==> config.mk <==
export PLATFORM = sky130hd
export DESIGN_NAME = fproc_arbiter
export DESIGN_NICKNAME = d
export VERILOG_FILES = /design/src/rtl/fproc_arb_pkg.sv /design/src/rtl/rr_arbiter.sv /design/src/rtl/fproc_arbiter.sv
export SDC_FILE = /design/constraint.sdc
export NUM_CORES = 1
export LEC_CHECK = 0
export CORE_ASPECT_RATIO = 2
export CORE_MARGIN = 1
export CORE_UTILIZATION = 40
export CTS_BUF_LIST = sky130_fd_sc_hd__clkbuf_4 sky130_fd_sc_hd__clkbuf_8 sky130_fd_sc_hd__clkbuf_16
export DETAILED_ROUTE_END_ITERATION = 10
export PLACE_DENSITY = 0.8
export SYNTH_ARGS = -nofsm -noshare
export SYNTH_HDL_FRONTEND = slang
export SYNTH_HIERARCHICAL = 1
export SYNTH_SLANG_ARGS = --single-unit
==> constraint.sdc <==
create_clock -name clk -period 3.02 [get_ports clk]
set_clock_uncertainty 0.05 [all_clocks]
set_input_delay 0.302 -clock clk [delete_from_list [all_inputs] [get_ports clk]]
set_output_delay 0.302 -clock clk [all_outputs]
set_load 0.03 [all_outputs]
==> src/rtl/fproc_arb_pkg.sv <==
// Shared types and constants for the fproc arbiter: FSM state encoding and timeout fill value.
// No logic; imported by the arbiter top.
package fproc_arb_pkg;

    localparam int STATE_W = 2;

    typedef enum logic [STATE_W-1:0] {
        ST_IDLE  = 2'd0,
        ST_ISSUE = 2'd1,
        ST_WAIT  = 2'd2,
        ST_RESP  = 2'd3
    } state_t;

    // Replicated to DATA_WIDTH when a WAIT times out.
    localparam logic TIMEOUT_FILL_BIT = 1'b1;

endpackage

==> src/rtl/rr_arbiter.sv <==
// Round-robin picker: first requester at or after the pointer, wrapping mod N.
// Purely combinational, zero latency; no backpressure.
module rr_arbiter #(
    parameter int N  = 4,
    parameter int IW = $clog2(N)
) (
    input  logic [N-1:0]  i_req,
    input  logic [IW-1:0] i_ptr,
    output logic [N-1:0]  o_gnt,
    output logic [IW-1:0] o_idx,
    output logic          o_vld
);

    logic [IW-1:0] w_j;

    always_comb begin
        o_gnt = '0;
        o_idx = '0;
        o_vld = 1'b0;
        w_j   = '0;
        for (int i = 0; i < N; i++) begin
            w_j = IW'((int'(i_ptr) + i) % N);
            if (!o_vld && i_req[w_j]) begin
                o_vld      = 1'b1;
                o_gnt[w_j] = 1'b1;
                o_idx      = w_j;
            end
        end
    end

endmodule

==> src/rtl/fproc_arbiter.sv <==
// Shares one fproc lookup resource among N_CORES cores: one-deep pending slot per core, RR grant.
// Latency: request pulse t -> fp_enable t+2 -> core_ready one cycle after fp_ready (min t+4).
// Backpressure: cores stall until core_ready; repeat pulses while pending are dropped. FPROC_ARB_TIMEOUT_EN adds a WAIT timeout.
module fproc_arbiter
    import fproc_arb_pkg::*;
#(
    parameter int N_CORES        = 4,
    parameter int DATA_WIDTH     = 32,
    parameter int FPROC_ID_WIDTH = 8,
    parameter int CORE_IDX_WIDTH = $clog2(N_CORES),
    parameter int TIMEOUT_CYCLES = 1024
) (
    input  logic                           clk,
    input  logic                           reset,
    input  logic [N_CORES-1:0]             core_enable,
    input  logic [N_CORES*FPROC_ID_WIDTH-1:0] core_id,
    output logic [N_CORES-1:0]             core_ready,
    output logic [N_CORES*DATA_WIDTH-1:0]  core_data,
    output logic                           fp_enable,
    output logic [FPROC_ID_WIDTH-1:0]      fp_id,
    output logic [CORE_IDX_WIDTH-1:0]      fp_core,
    input  logic                           fp_ready,
    input  logic [DATA_WIDTH-1:0]          fp_data,
    output logic                           busy,
    output logic                           timeout_err
);

    state_t                      r_state;
    logic [N_CORES-1:0]          r_pending;
    logic [FPROC_ID_WIDTH-1:0]   r_id_q [N_CORES];
    logic [CORE_IDX_WIDTH-1:0]   r_grant;
    logic [CORE_IDX_WIDTH-1:0]   r_rr_ptr;
    logic [N_CORES-1:0]          r_core_ready;
    logic [DATA_WIDTH-1:0]       r_core_data [N_CORES];
    logic                        r_fp_enable;
    logic [FPROC_ID_WIDTH-1:0]   r_fp_id;
    logic [CORE_IDX_WIDTH-1:0]   r_fp_core;

    logic [N_CORES-1:0]          w_gnt;
    logic [CORE_IDX_WIDTH-1:0]   w_gnt_idx;
    logic                        w_gnt_vld;
    logic [N_CORES-1:0]          w_pend_set;
    logic [N_CORES-1:0]          w_pend_clr;

`ifdef FPROC_ARB_TIMEOUT_EN
    localparam int TO_W = $clog2(TIMEOUT_CYCLES + 1);
    logic [TO_W-1:0]             r_wait_cnt;
    logic                        r_timeout_err;
    assign timeout_err = r_timeout_err;
`else
    assign timeout_err = 1'b0;
`endif

    rr_arbiter #(
        .N  (N_CORES),
        .IW (CORE_IDX_WIDTH)
    ) u_rr (
        .i_req (r_pending),
        .i_ptr (r_rr_ptr),
        .o_gnt (w_gnt),
        .o_idx (w_gnt_idx),
        .o_vld (w_gnt_vld)
    );

    // A pulse from a core that is already pending is a protocol violation and is dropped.
    assign w_pend_set = core_enable & ~r_pending;
    assign w_pend_clr = (r_state == ST_IDLE) ? w_gnt : '0;

    always_ff @(posedge clk) begin
        if (reset) begin
            r_state      <= ST_IDLE;
            r_pending    <= '0;
            r_grant      <= '0;
            r_rr_ptr     <= '0;
            r_core_ready <= '0;
            r_fp_enable  <= 1'b0;
            r_fp_id      <= '0;
            r_fp_core    <= '0;
            for (int k = 0; k < N_CORES; k++) begin
                r_id_q[k]      <= '0;
                r_core_data[k] <= '0;
            end
`ifdef FPROC_ARB_TIMEOUT_EN
            r_wait_cnt    <= '0;
            r_timeout_err <= 1'b0;
`endif
        end else begin
            r_pending <= (r_pending | w_pend_set) & ~w_pend_clr;
            for (int k = 0; k < N_CORES; k++) begin
                if (w_pend_set[k]) begin
                    r_id_q[k] <= core_id[k*FPROC_ID_WIDTH +: FPROC_ID_WIDTH];
                end
            end

            case (r_state)
                ST_IDLE: begin
                    if (w_gnt_vld) begin
                        r_grant     <= w_gnt_idx;
                        r_fp_enable <= 1'b1;
                        r_fp_id     <= r_id_q[w_gnt_idx];
                        r_fp_core   <= w_gnt_idx;
                        r_state     <= ST_ISSUE;
                    end
                end
                ST_ISSUE: begin
                    r_fp_enable <= 1'b0;
`ifdef FPROC_ARB_TIMEOUT_EN
                    r_wait_cnt  <= '0;
`endif
                    r_state     <= ST_WAIT;
                end
                ST_WAIT: begin
                    if (fp_ready) begin
                        r_core_data[r_grant]  <= fp_data;
                        r_core_ready[r_grant] <= 1'b1;
                        r_state               <= ST_RESP;
                    end
`ifdef FPROC_ARB_TIMEOUT_EN
                    else if (r_wait_cnt == TO_W'(TIMEOUT_CYCLES - 1)) begin
                        r_core_data[r_grant]  <= {DATA_WIDTH{TIMEOUT_FILL_BIT}};
                        r_core_ready[r_grant] <= 1'b1;
                        r_timeout_err         <= 1'b1;
                        r_state               <= ST_RESP;
                    end else begin
                        r_wait_cnt <= r_wait_cnt + 1'b1;
                    end
`endif
                end
                ST_RESP: begin
                    r_core_ready <= '0;
                    r_rr_ptr     <= (int'(r_grant) == N_CORES - 1) ? '0 : r_grant + 1'b1;
                    r_state      <= ST_IDLE;
                end
                default: r_state <= ST_IDLE;
            endcase
        end
    end

    genvar g;
    generate
        for (g = 0; g < N_CORES; g++) begin : g_data
            assign core_data[g*DATA_WIDTH +: DATA_WIDTH] = r_core_data[g];
        end
    endgenerate

    assign core_ready = r_core_ready;
    assign fp_enable  = r_fp_enable;
    assign fp_id      = r_fp_id;
    assign fp_core    = r_fp_core;
    assign busy       = (r_state != ST_IDLE) || (|r_pending);

endmodule
==> results by group, run 1 <==
Run status
  – Status: finished clean

GRT
  – Total GRT Usage: 18.8%
  – Vias in the first global route: about 5,000
  – Grt ovf: 0
  – Largest net degree at the start of global routing: 38
  – First-pass GRT wire length: 27,200 um
  – Antenna violations before repair: 0

Place
  – Hpwl dp: 12,800 um
  – Placed Instances: 992
  – Count of input and output buffers: 214
  – Gpl congestion: around 0.81
  – Cell Area, Placed: 10,200 um^2

Layout
  – Layout overhead on the synthesized area: 40.3%
  – Fin nets: 841
  – Layout cells sized above 1: approximately 11%
  – # diodes: 0
  – Final Cell Area: 10,800 um^2
  – Core Util, Final: 57.4%
  – Final std cells w/o fill: 1,025

Floorplan
  – Die width: 100 um
  – Initial Utilization: 41.0%
  – Chip Height: 198 um
  – IO Count: 216
  – Area of the core: 18,800 um^2
  – Die ar.: 19,900 um^2
  – Row count: 71

Yosys
  – Mean Syn Cell Area: 14.6 um^2
  – Post-synthesis mux area share: 4.20%
  – Leading area contributor after synthesis: edfxtp_1
  – Post-synthesis cell type count: 43
  – Post-synthesis simple-gate area fraction: ~18%
  – Largest cells by area after synthesis: edfxtp_1 (62%), and2_1 (13%), dfxtp_1 (6.0%), mux4_2 (2.6%), ha_1 (2.1%)
  – Xor/xnor share of the synthesized area: 0%
  – Seq/Total Area, Yosys: approximately 68%
  – Synth Cell Area: 7710 um^2
  – Synth Area in Compound Gates: 3.93%
  – Largest family of logic cells by synthesized area: simple AND/OR/NAND/NOR gates
  – Syn Inst Count: ~530
  – Adder-cell share of the synthesized area: ~2.1%
  – Yosys warns: 6
  – Seq cells post-synth: 183
  – Area share of the largest cell type after synthesis: 62.3%
  – Post-Syn Nets: 612

STA
  – Final period utilization: 96.9%
  – Total negative slack: 0 ps
  – Final Hold Vio Count: 0
  – Post-route minimum period: 2920 ps
  – Final Max Slew Viols: 0
  – Worst-margin pin slew: 594 ps
  – Max Freq: 0.342 GHz
  – Relative slew slack: between 60% and 70%
  – Unrepaired setup endpoints after global routing: no
  – Final setup fails: 0

Job
  – Maximum capacitance violations: 0

Detailed routing
  – Wire per inst: 17.8 um
  – Vias per inst: 4.81
  – Pre-antenna DRT Iters: 4
  – DRT Wirelength: 18,300 um
  – Initial DRC count: 134
  – DRC errors left: 0
  – Final ANT Viol Nets: 0
  – Vias post-DR: 4,929

Power and ir drop
  – PwrDens: 676 nW/um^2
  – Worst IR Drop VDD: 0.466 mV
  – Leakage power: ~4.0 nW
  – Power, Total: 7.31 mW

Clock network
  – CTS buffer count: 17
  – Clock root buffer: clkbuf_16
  – CTS tree: built
  – Worst-path clk slew: around 70 ps
  – Post-CTS setup buffers: 0
  – Clock latency at the later pin of the worst-skew pair: ~440 ps
  – Sink Count: 183
  – Clock buffer depth: 2
  – CTS H-tree depth: 4

Critical path
  – Worst EP required: 3280 ps
  – CP max FO: 10
  – WP data arrival: 3190 ps
  – Setup CP Type: reg -> reg
  – Setup crit start kind: flop
  – Worst Reg2Reg Path Length in Cells: 9
  – Crit path capture type: flop

Hold path
  – HP Class: reg -> reg
  – WHS Path Cells: 2
## power breakdown
group          switching [mW]  leakage [nW]  internal [mW]  total (mW)
clock                    1.01         0.299           1.28        2.29
sequential              0.146          1.86           3.01        3.15
combinational            1.07          1.84          0.802        1.87
total                    2.23          3.99           5.09        7.31
## worst max-delay path, stage by stage, from the launching register on
cell and delay (ps):
dfxtp_1 450, buf_4 270, mux4_2 530, buf_4 190, and2b_2 280, o21ai_2 130, o31ai_2 190, mux4_2 570
nand3_1 90, a21oi_1 60
## stage by stage
step | worst slack (ps) | hold WS, ps
floorplan | 221 | 424
global placement | -44.1 | 391
detailed placement | -154 | 402
CTS | 92.8 | 410
global route | 11.2 | 432
finish | 95.1 | 410
## layout make-up
class,instances,area [um^2]
Fill cell,1478,8010
Inverter,13,48.8
Clock inverter,14,171
Multi-Input combinational cell,307,2240
Clock buffer,18,439
Timing Repair Buffer,235,2340
Sequential cell,183,5270
Tap cell,255,319
## logic make-up (layout without fill, tap and decap cells)
logic type / count (synthesis) / after routing
muxes: 16 / 16
buffers and inverters: 39 / 280
adders and majority gates: 13 / 13
and+or+nand+nor: 228 / 228
other: 1 / 1
DFF: 183 / 183
AOI/OAI and AO/OA: 48 / 49
## synthesized netlist by cell type (all sizes together)
| cell | n |
|---|---|
| inv | 13 |
| ha | 13 |
| clkbuf | 10 |
| nor2 | 13 |
| o211ai | 1 |
| mux2i | 2 |
| edfxtp | 160 |
| nand3 | 13 |
| a21oi | 19 |
| mux2 | 2 |
| nor2b | 2 |
| a22oi | 8 |
| a211oi | 4 |
| and2 | 161 |
| or2 | 3 |
| nor3 | 5 |
| mux4 | 12 |
| o311ai | 1 |
| dfxtp | 23 |
| nand2 | 13 |
| nand2b | 11 |
| nor4b | 1 |
| conb | 1 |
| a32o | 1 |
| nor4 | 2 |
| o32ai | 3 |
| nor3b | 1 |
| nand3b | 1 |
| o21ai | 8 |
| o31ai | 1 |
| and2b | 2 |
| a31o | 2 |
| buf | 16 |
## path summary, 6_finish.rpt
kind,startpoint,endpoint,slack (ps)
setup reg to reg,r_rr_ptr[0],fp_id[3],100
hold reg to reg,fp_id[1],fp_id[1],410
setup / recovery,r_rr_ptr[0],fp_id[3],100
hold / removal,fp_id[1],fp_id[1],410
## repair_timing
| action | in CTS | in global routing |
|---|---|---|
| cloned | 0 | 1 |
| resized for setup | 1 | 3 |
| hold buffers | 0 | 0 |
| pin swaps | 0 | 0 |
| endpoints found under the hold margin | 0 | 0 |
| setup endpoints to repair | 8 | 8 |
## layer usage
layer	share of wire [%]	up-vias	wire [um]	global-route usage, %
li1	-	2336	-	-
met1	33	2375	5960	16.2
met2	59	196	10700	38.1
met3	6.8	22	1240	5.97
met4	1.8	0	322	7.41
met5	0	-	0	0
## flip-flops by register name, indices dropped and copies added (netlist names)
name	cells
r_core_data	128
r_id_q	32
fp_id	8
core_ready	4
r_pending	4
fp_core	2
r_rr_ptr	2
r_state	2
fp_enable	1
## placed cells by master, fill, tap and decap left out, types with 2 or more instances in the layout
| master | Yosys | final |
|---|---|---|
| a211oi_1 | 4 | 4 |
| a21oi_1 | 19 | 19 |
| a22oi_1 | 8 | 8 |
| a31o_2 | 2 | 2 |
| and2_1 | 159 | 159 |
| and2_2 | 2 | 2 |
| buf_12 | 0 | 3 |
| buf_4 | 3 | 18 |
| bufinv_16 | 0 | 2 |
| clkbuf_16 | 0 | 17 |
| clkdlybuf4s50_1 | 0 | 214 |
| dfxtp_1 | 23 | 22 |
| edfxtp_1 | 160 | 160 |
| ha_1 | 13 | 13 |
| inv_1 | 11 | 11 |
| inv_2 | 2 | 2 |
| inv_6 | 0 | 7 |
| inv_8 | 0 | 3 |
| mux2_2 | 2 | 2 |
| mux2i_1 | 2 | 2 |
| mux4_1 | 3 | 3 |
| mux4_2 | 9 | 9 |
| nand2_1 | 13 | 13 |
| nand2b_1 | 11 | 11 |
| nand3_1 | 13 | 13 |
| nor2_1 | 13 | 13 |
| nor2b_1 | 2 | 2 |
| nor3_1 | 2 | 2 |
| nor3_4 | 2 | 3 |
| nor4_1 | 2 | 2 |
| o21ai_0 | 8 | 7 |
| o32ai_1 | 3 | 3 |
| or2_2 | 3 | 3 |
No activity file was read; power rests on OpenSTA's default activity.
==> run 2: changes to the inputs <==
--- a/config.mk
+++ b/config.mk
@@ -5,12 +5,12 @@
 export SDC_FILE = /design/constraint.sdc
 export NUM_CORES = 1
 export LEC_CHECK = 0
+export ABC_AREA = 1
 export CORE_ASPECT_RATIO = 2
 export CORE_MARGIN = 1
 export CORE_UTILIZATION = 40
-export CTS_BUF_LIST = sky130_fd_sc_hd__clkbuf_4 sky130_fd_sc_hd__clkbuf_8 sky130_fd_sc_hd__clkbuf_16
 export DETAILED_ROUTE_END_ITERATION = 10
-export PLACE_DENSITY = 0.8
+export PLACE_DENSITY = 0.81
 export SYNTH_ARGS = -nofsm -noshare
 export SYNTH_HDL_FRONTEND = slang
 export SYNTH_HIERARCHICAL = 1
==> results by group, run 2 <==
Layout
  – # diodes: 0 (unchanged)
  – Layout overhead on the synthesized area: 39.4%
  – Largest register by flop count: r_core_data
  – Fin nets: 1,000 (+19%)
  – Commonest non-fill, non-tap cell in the layout: clkdlybuf4s50_1
  – Most frequent cells in the layout: clkdlybuf4s50_1 (214), edfxtp_1 (160), nor2_1 (135)
  – Layout cells sized above 1: 6.67% (-4.2 points)
  – Max FFs per register: 128 (unchanged)

GRT
  – Vias in the first global route: 5,615 (+10%)
  – Largest net degree at the start of global routing: 33 (-13%)
  – Antenna violations before repair: 0 (unchanged)
  – Grt ovf: 0 (unchanged)
  – First-pass GRT wire length: 29,000 um (+6.6%)
  – Total GRT Usage: 20.0% (+1.2 points)

Clock network
  – CTS Hold Bufs: 0 (unchanged)
  – CTS tree: built
  – Worst-path clk slew: 70 ps (about the same)
  – Post-CTS setup buffers: 0 (unchanged)
  – Clock root buffer: clkbuf_16
  – Clock buffer depth: 2 (unchanged)
  – CTS H-tree depth: 4 (unchanged)
  – CTS buffer count: 17 (unchanged)
  – Clock latency at the later pin of the worst-skew pair: 420 ps (-20 ps)
  – Post_cts resized: 0 (-1)
  – Sink Count: 183 (unchanged)

Yosys
  – Mean Syn Cell Area: 10.9 um^2 (-25%)
  – Largest cells by area after synthesis: edfxtp_1 (63%), nor2_1 (6.7%), dfxtp_1 (6.1%), inv_1 (5.7%), nand2_1 (5.1%)
  – Commonest cells post-synth: edfxtp_1 (160), nor2_1 (135), inv_1 (116)
  – EDFF count, synth: 160 (unchanged)
  – Post-synth ARST share: 0% (unchanged)
  – Leading area contributor after synthesis: edfxtp_1
  – Yosys warns: 6 (unchanged)
  – Top-count cell post-synth: edfxtp_1
  – Synth Cell Area: 7580 um^2 (-1.7%)
  – Syn Inst Count: 693 (+31%)
  – Post-Syn Nets: 777 (+27%)
  – Post-synthesis cell type count: 25 (-42%)
  – Seq cells post-synth: 183 (unchanged)
  – Most common flop cell mapped by yosys: edfxtp_1
  – Area share of the largest cell type after synthesis: 63.4% (+1.1 points)
  – Seq/Total Area, Yosys: 69.5% (+1.2 points)

Power and ir drop
  – Leakage power: 4.50 nW (+13%)
  – PwrDens: 719 nW/um^2 (+6.3%)
  – Power, Total: 7.59 mW (+3.9%)
  – Worst IR Drop VDD: 0.383 mV (-18%)

STA
  – Total negative slack: 0 ps (unchanged)
  – Final Max Slew Viols: 0 (unchanged)
  – Final period utilization: 83.6% (-13 points)
  – Post-route minimum period: 2530 ps (-399 ps)
  – Max Freq: 0.396 GHz (+16%)
  – Unrepaired setup endpoints after global routing: no
  – Final setup fails: 0 (unchanged)
  – Final Hold Vio Count: 0 (unchanged)
  – Relative slew slack: 45.3% (-15 points)
  – Worst-margin pin slew: 820 ps (+226 ps)

Floorplan
  – Chip Height: 197 um (-0.85%)
  – Die width: 99.3 um (-0.84%)
  – Die ar.: 19,500 um^2 (-1.7%)
  – IO Count: 216 (unchanged)
  – Initial Utilization: 41.2% (+0.26 points)
  – Row count: 70 (-1.4%)
  – Area of the core: 18,400 um^2 (-2.3%)

Detailed routing
  – Vias post-DR: 5,595 (+14%)
  – DRC errors left: 0 (unchanged)
  – Pre-antenna DRT Iters: 5 (+1)
  – Initial DRC count: 254 (+90%)
  – Wire per inst: 16.5 um (-7.6%)
  – DRT Wirelength: 18,800 um (+3.2%)
  – Final ANT Viol Nets: 0 (unchanged)
  – Vias per inst: 4.89 (+1.6%)

Critical path
  – Crit path capture type: flop
  – Setup crit start kind: flop
  – Worst EP required: 3320 ps (+40 ps)
  – Setup CP Type: reg -> reg
  – CP max FO: 13 (+3)
  – WP data arrival: 2830 ps (-360 ps)

Place
  – Count of input and output buffers: 214 (unchanged)
  – Hpwl dp: 13,900 um (+8.3%)
  – Gpl congestion: 0.830 (+2.7%)

Job
  – Maximum capacitance violations: 0 (unchanged)

Hold path
  – HP Class: reg -> reg

Run status
  – Status: finished clean
-- run 2: changes by cell type after synthesis, moves of 8 or more --
cell	delta
and2_1	-159
nor2_1	+122
inv_1	+105
nand2_1	+89
nand3_1	+23
nand2_2	+11
nand2b_1	-11
o21ai_0	+11
a21oi_1	+10
mux4_2	-9
a22oi_1	-8
-- run 2: metrics by stage --
| step | area [um^2] | setup WS (ps) | instances | hold slack, ps | util [%] |
|---|---|---|---|---|---|
| global placement | 9970 | 601 | 1113 | 402 | 54.2 |
| global route | 10600 | 264 | 1145 | 431 | 57.5 |
| detailed placement | 9970 | 541 | 1113 | 403 | 54.2 |
| CTS | 10600 | 526 | 1145 | 419 | 57.5 |
| floorplan | 7580 | 220 | 693 | 321 | - |
| finish | 10600 | 494 | 1145 | 415 | 57.5 |
-- run 2: report_power, final --
part	total, mW	internal [mW]	switching, mW
clock	2.28	1.33	0.945
combinational	2.15	0.723	1.43
sequential	3.16	3.02	0.141
-- run 2: kinds of logic after synthesis --
group | count (synthesis) | synth area share (%)
AO/OA/AOI/OAI | 53 | 3.66
adder cells (fa/ha/maj) | 13 | 2.15
buffers and inverters | 141 | 7.96
AND/OR/NAND/NOR | 302 | 16.7
other | 1 | 0.0495
flip-flops | 183 | 69.5
-- run 2: area by class of cell --
| cell class | count | area [um^2] |
|---|---|---|
| clock buffers | 22 | 454 |
| clock inverters | 10 | 146 |
| fillers | 1486 | 7830 |
| inverters | 118 | 443 |
| multi-input cells | 369 | 1740 |
| flip-flops and latches | 183 | 5270 |
| well taps | 216 | 270 |
| repair buffers | 227 | 2250 |
-- run 2: metal layers --
layer  global-route usage, %  wire length [um]  part of all wire, %
met5                       0                 0                    0
met4                    11.4               857                  4.5
met3                    3.97              1060                  5.6
met2                    40.3             11200                   59
met1                    17.6              5770                   31
-- run 2: final timing paths --
check / from / end / depth (start not counted) / slack [ps]
min reg2reg: core_ready[0] / core_ready[0] / 2 / 410
min: core_ready[0] / core_ready[0] / 2 / 410
max: r_rr_ptr[1] / fp_id[1] / 12 / 490
max reg2reg: r_rr_ptr[1] / fp_id[1] / 12 / 490
-- run 2: critical path: stages, from the launching register on --
cell     delay [ps]
dfxtp_1         340
inv_1           110
ha_1            360
inv_1           100
nand2_1          90
nand2_2          60
nor2_4          230
nand4_1         130
nand3_1         330
inv_1           220
nand3_1         220
nand2_1          80
a21oi_1         110
==> run 3: changes to the inputs <==
==> constraint.sdc (replaced) <==
create_clock -name clk -period 2.05 [get_ports clk]
set_clock_uncertainty 0.05 [all_clocks]
set_input_delay 0.205 -clock clk [delete_from_list [all_inputs] [get_ports clk]]
set_output_delay 0.205 -clock clk [all_outputs]
set_load 0.03 [all_outputs]
==> results by group, run 3 (synthesis results as in run 2) <==
Hold path
  – HP Class: in -> reg
  – Hold worst-path end: r_id_q[0][6]
  – WHS Path Cells: 3 (+1)
  – Hold_sp: core_id[6]

GRT
  – Grt ovf: 0 (unchanged)
  – Vias in the first global route: 5,812 (+3.5%)
  – First-pass GRT wire length: 30,200 um (+4.1%)
  – Largest net degree at the start of global routing: 33 (unchanged)
  – Total GRT Usage: 20.9% (+0.88 points)
  – Antenna violations before repair: 1 (+1)

Critical path
  – Setup CP Type: reg -> reg
  – Worst EP required: 2310 ps (-1010 ps)
  – CP max-delay cell: dfxtp_4
  – CP Cell Sequence: buf_4 -> nand2_1 -> nand2_1 -> nand2_1 -> nand2_2 -> nor2_4 -> nand4_1 -> nand2_2 -> clkinvlp_4 -> buf_6 -> o21ai_0 -> a21oi_1
  – R2R Path Start: r_rr_ptr[0]
  – FF-to-FF End: fp_id[1]
  – Worst Reg2Reg Path Length in Cells: 12 (unchanged)
  – R2R setup slack: -7 ps (-500 ps)
  – CP dominant cell by count: nand2_1
  – WP data arrival: 2320 ps (-510 ps)
  – Crit path capture type: flop
  – Worst path max stage delay: 360 ps (about the same)
  – Setup crit start kind: flop
  – CP max FO: 8 (-5)

Layout
  – Commonest non-fill, non-tap cell in the layout: clkdlybuf4s50_1
  – Max FFs per register: 128 (unchanged)
  – FILL cells: 1,450 (-2.4%)
  – # diodes: 0 (unchanged)
  – Largest register by flop count: r_core_data
  – Most frequent cells in the layout: clkdlybuf4s50_1 (213), edfxtp_1 (160), nor2_1 (135)
  – Layout cells sized above 1: 10.6% (+3.9 points)
  – Final Cell Area: 10,800 um^2 (+1.8%)
  – Fin nets: 1,013 (+1.3%)
  – Layout overhead on the synthesized area: 41.9%

Floorplan
  – Die ar.: 19,500 um^2 (unchanged)
  – Chip Height: 197 um (unchanged)
  – Row count: 70 (unchanged)
  – Area of the core: 18,400 um^2 (unchanged)
  – Die width: 99.3 um (unchanged)
  – Initial Utilization: 41.2% (unchanged)
  – IO Count: 216 (unchanged)

Clock network
  – CTS tree: built
  – Clock latency at the later pin of the worst-skew pair: 420 ps (about the same)
  – Clock buffer depth: 2 (unchanged)
  – Worst-path clk slew: 70 ps (about the same)
  – CTS buffer count: 17 (unchanged)
  – CTS H-tree depth: 4 (unchanged)
  – Sink Count: 183 (unchanged)
  – CTS Hold Bufs: 0 (unchanged)
  – Clock root buffer: clkbuf_16

Power and ir drop
  – PwrDens: 1050 nW/um^2 (+46%)
  – Power, Total: 11.3 mW (+49%)
  – Worst IR Drop VDD: 0.665 mV (+74%)
  – Leakage power: 4.57 nW (+1.8%)

Place
  – Cell Area, Placed: 10,100 um^2 (+1.4%)
  – Hpwl dp: 14,500 um (+4.5%)
  – Place WS: -21.4 ps (-563 ps)
  – Gpl congestion: 0.984 (+19%)
  – Count of input and output buffers: 214 (unchanged)

STA
  – Final Max Slew Viols: 0 (unchanged)
  – Unrepaired setup endpoints after global routing: yes
  – Hold Worst Slack: 367 ps (-47.4 ps)
  – Post-route minimum period: 2060 ps (-468 ps)
  – Max Freq: 0.486 GHz (+23%)
  – Total negative slack: -9.60 ps (-9.60 ps)
  – Final worst slack: -7.22 ps (-502 ps)
  – Final period utilization: 100% (+17 points)
  – Final setup fails: 2 (+2)
  – Final Hold Vio Count: 0 (unchanged)

Detailed routing
  – DRT Wirelength: 19,500 um (+3.6%)
  – DRC errors left: 0 (unchanged)
  – Final ANT Viol Nets: 0 (unchanged)
  – Vias per inst: 4.91 (+0.57%)
  – Pre-antenna DRT Iters: 4 (-1)
  – Vias post-DR: 5,691 (+1.7%)
  – Wire per inst: 16.9 um (+2.4%)
  – Initial DRC count: 205 (-19%)

Job
  – Maximum capacitance violations: 0 (unchanged)

Run status
  – Status: finished with violations
  – Failing checks: negative setup slack
[run 3: cell count changes in the layout (fill, tap and decap cells not counted), sizes merged]
cell / change
bufinv: -2
dlygate4sd2: +1
clkdlybuf4s50: -1
buf: +12
clkinv: +6
clkbuf: -3
[run 3: layout make-up]
type,count,area [um^2],area share [%]
clock buffer,18,429,3.99
clock inverter,14,126,1.17
inverter,118,452,4.20
multi-input combinational,369,1810,16.8
sequential,183,5270,49.0
tap,216,270,2.51
timing repair buffer,240,2400,22.3
[run 3: repair_timing]
action,4_1_cts,5_1_grt
endpoints found under the setup margin,9,11
buffers inserted,0,5
resized for setup,2,25
pin swaps,0,5
[run 3: critical path: cells and delay by family (launching register included)]
kind | cells | cell delay (ps)
and+or+nand+nor | 7 | 890
DFF | 1 | 360
AOI/OAI and AO/OA | 2 | 220
buffers and inverters | 3 | 410
[run 3: report_power, final]
group          internal [mW]  total, mW  switching, mW
registers               4.46       4.69          0.235
logic                   1.33       3.52           2.19
clock network           1.68       3.08           1.40
total                   7.47       11.3           3.82
[run 3: worst max-delay path by stage]
stage | startpoint | endpoint | slack, ps | cells after the start
after detailed placement | r_rr_ptr[0] | fp_id[6] | -20 | 13
after floorplan | fp_core[1] | r_core_data[3][0] | 20 | 2
after CTS | r_rr_ptr[0] | fp_id[6] | 3 | 13
final | r_rr_ptr[0] | fp_id[1] | -7 | 12
after global placement | r_rr_ptr[0] | fp_id[5] | 90 | 13
after global routing | r_rr_ptr[0] | fp_enable | -60 | 12
[run 3: per-layer routing]
metal	vias up	GRT usage, %	wire length [um]
met4	2	15.2	1460
li1	2711	-	-
met3	68	4.11	1010
met2	269	40.6	11000
met5	-	0	13
met1	2641	18.3	6030
[run 3: stage by stage]
| stage | std cells | util (%) |
|---|---|---|
| after global routing | 1158 | 58.5 |
| final | 1158 | 58.5 |
| after CTS | 1153 | 58.0 |
| after floorplan | 693 | - |
| after detailed placement | 1121 | 55.0 |
| after global placement | 1121 | 55.0 |
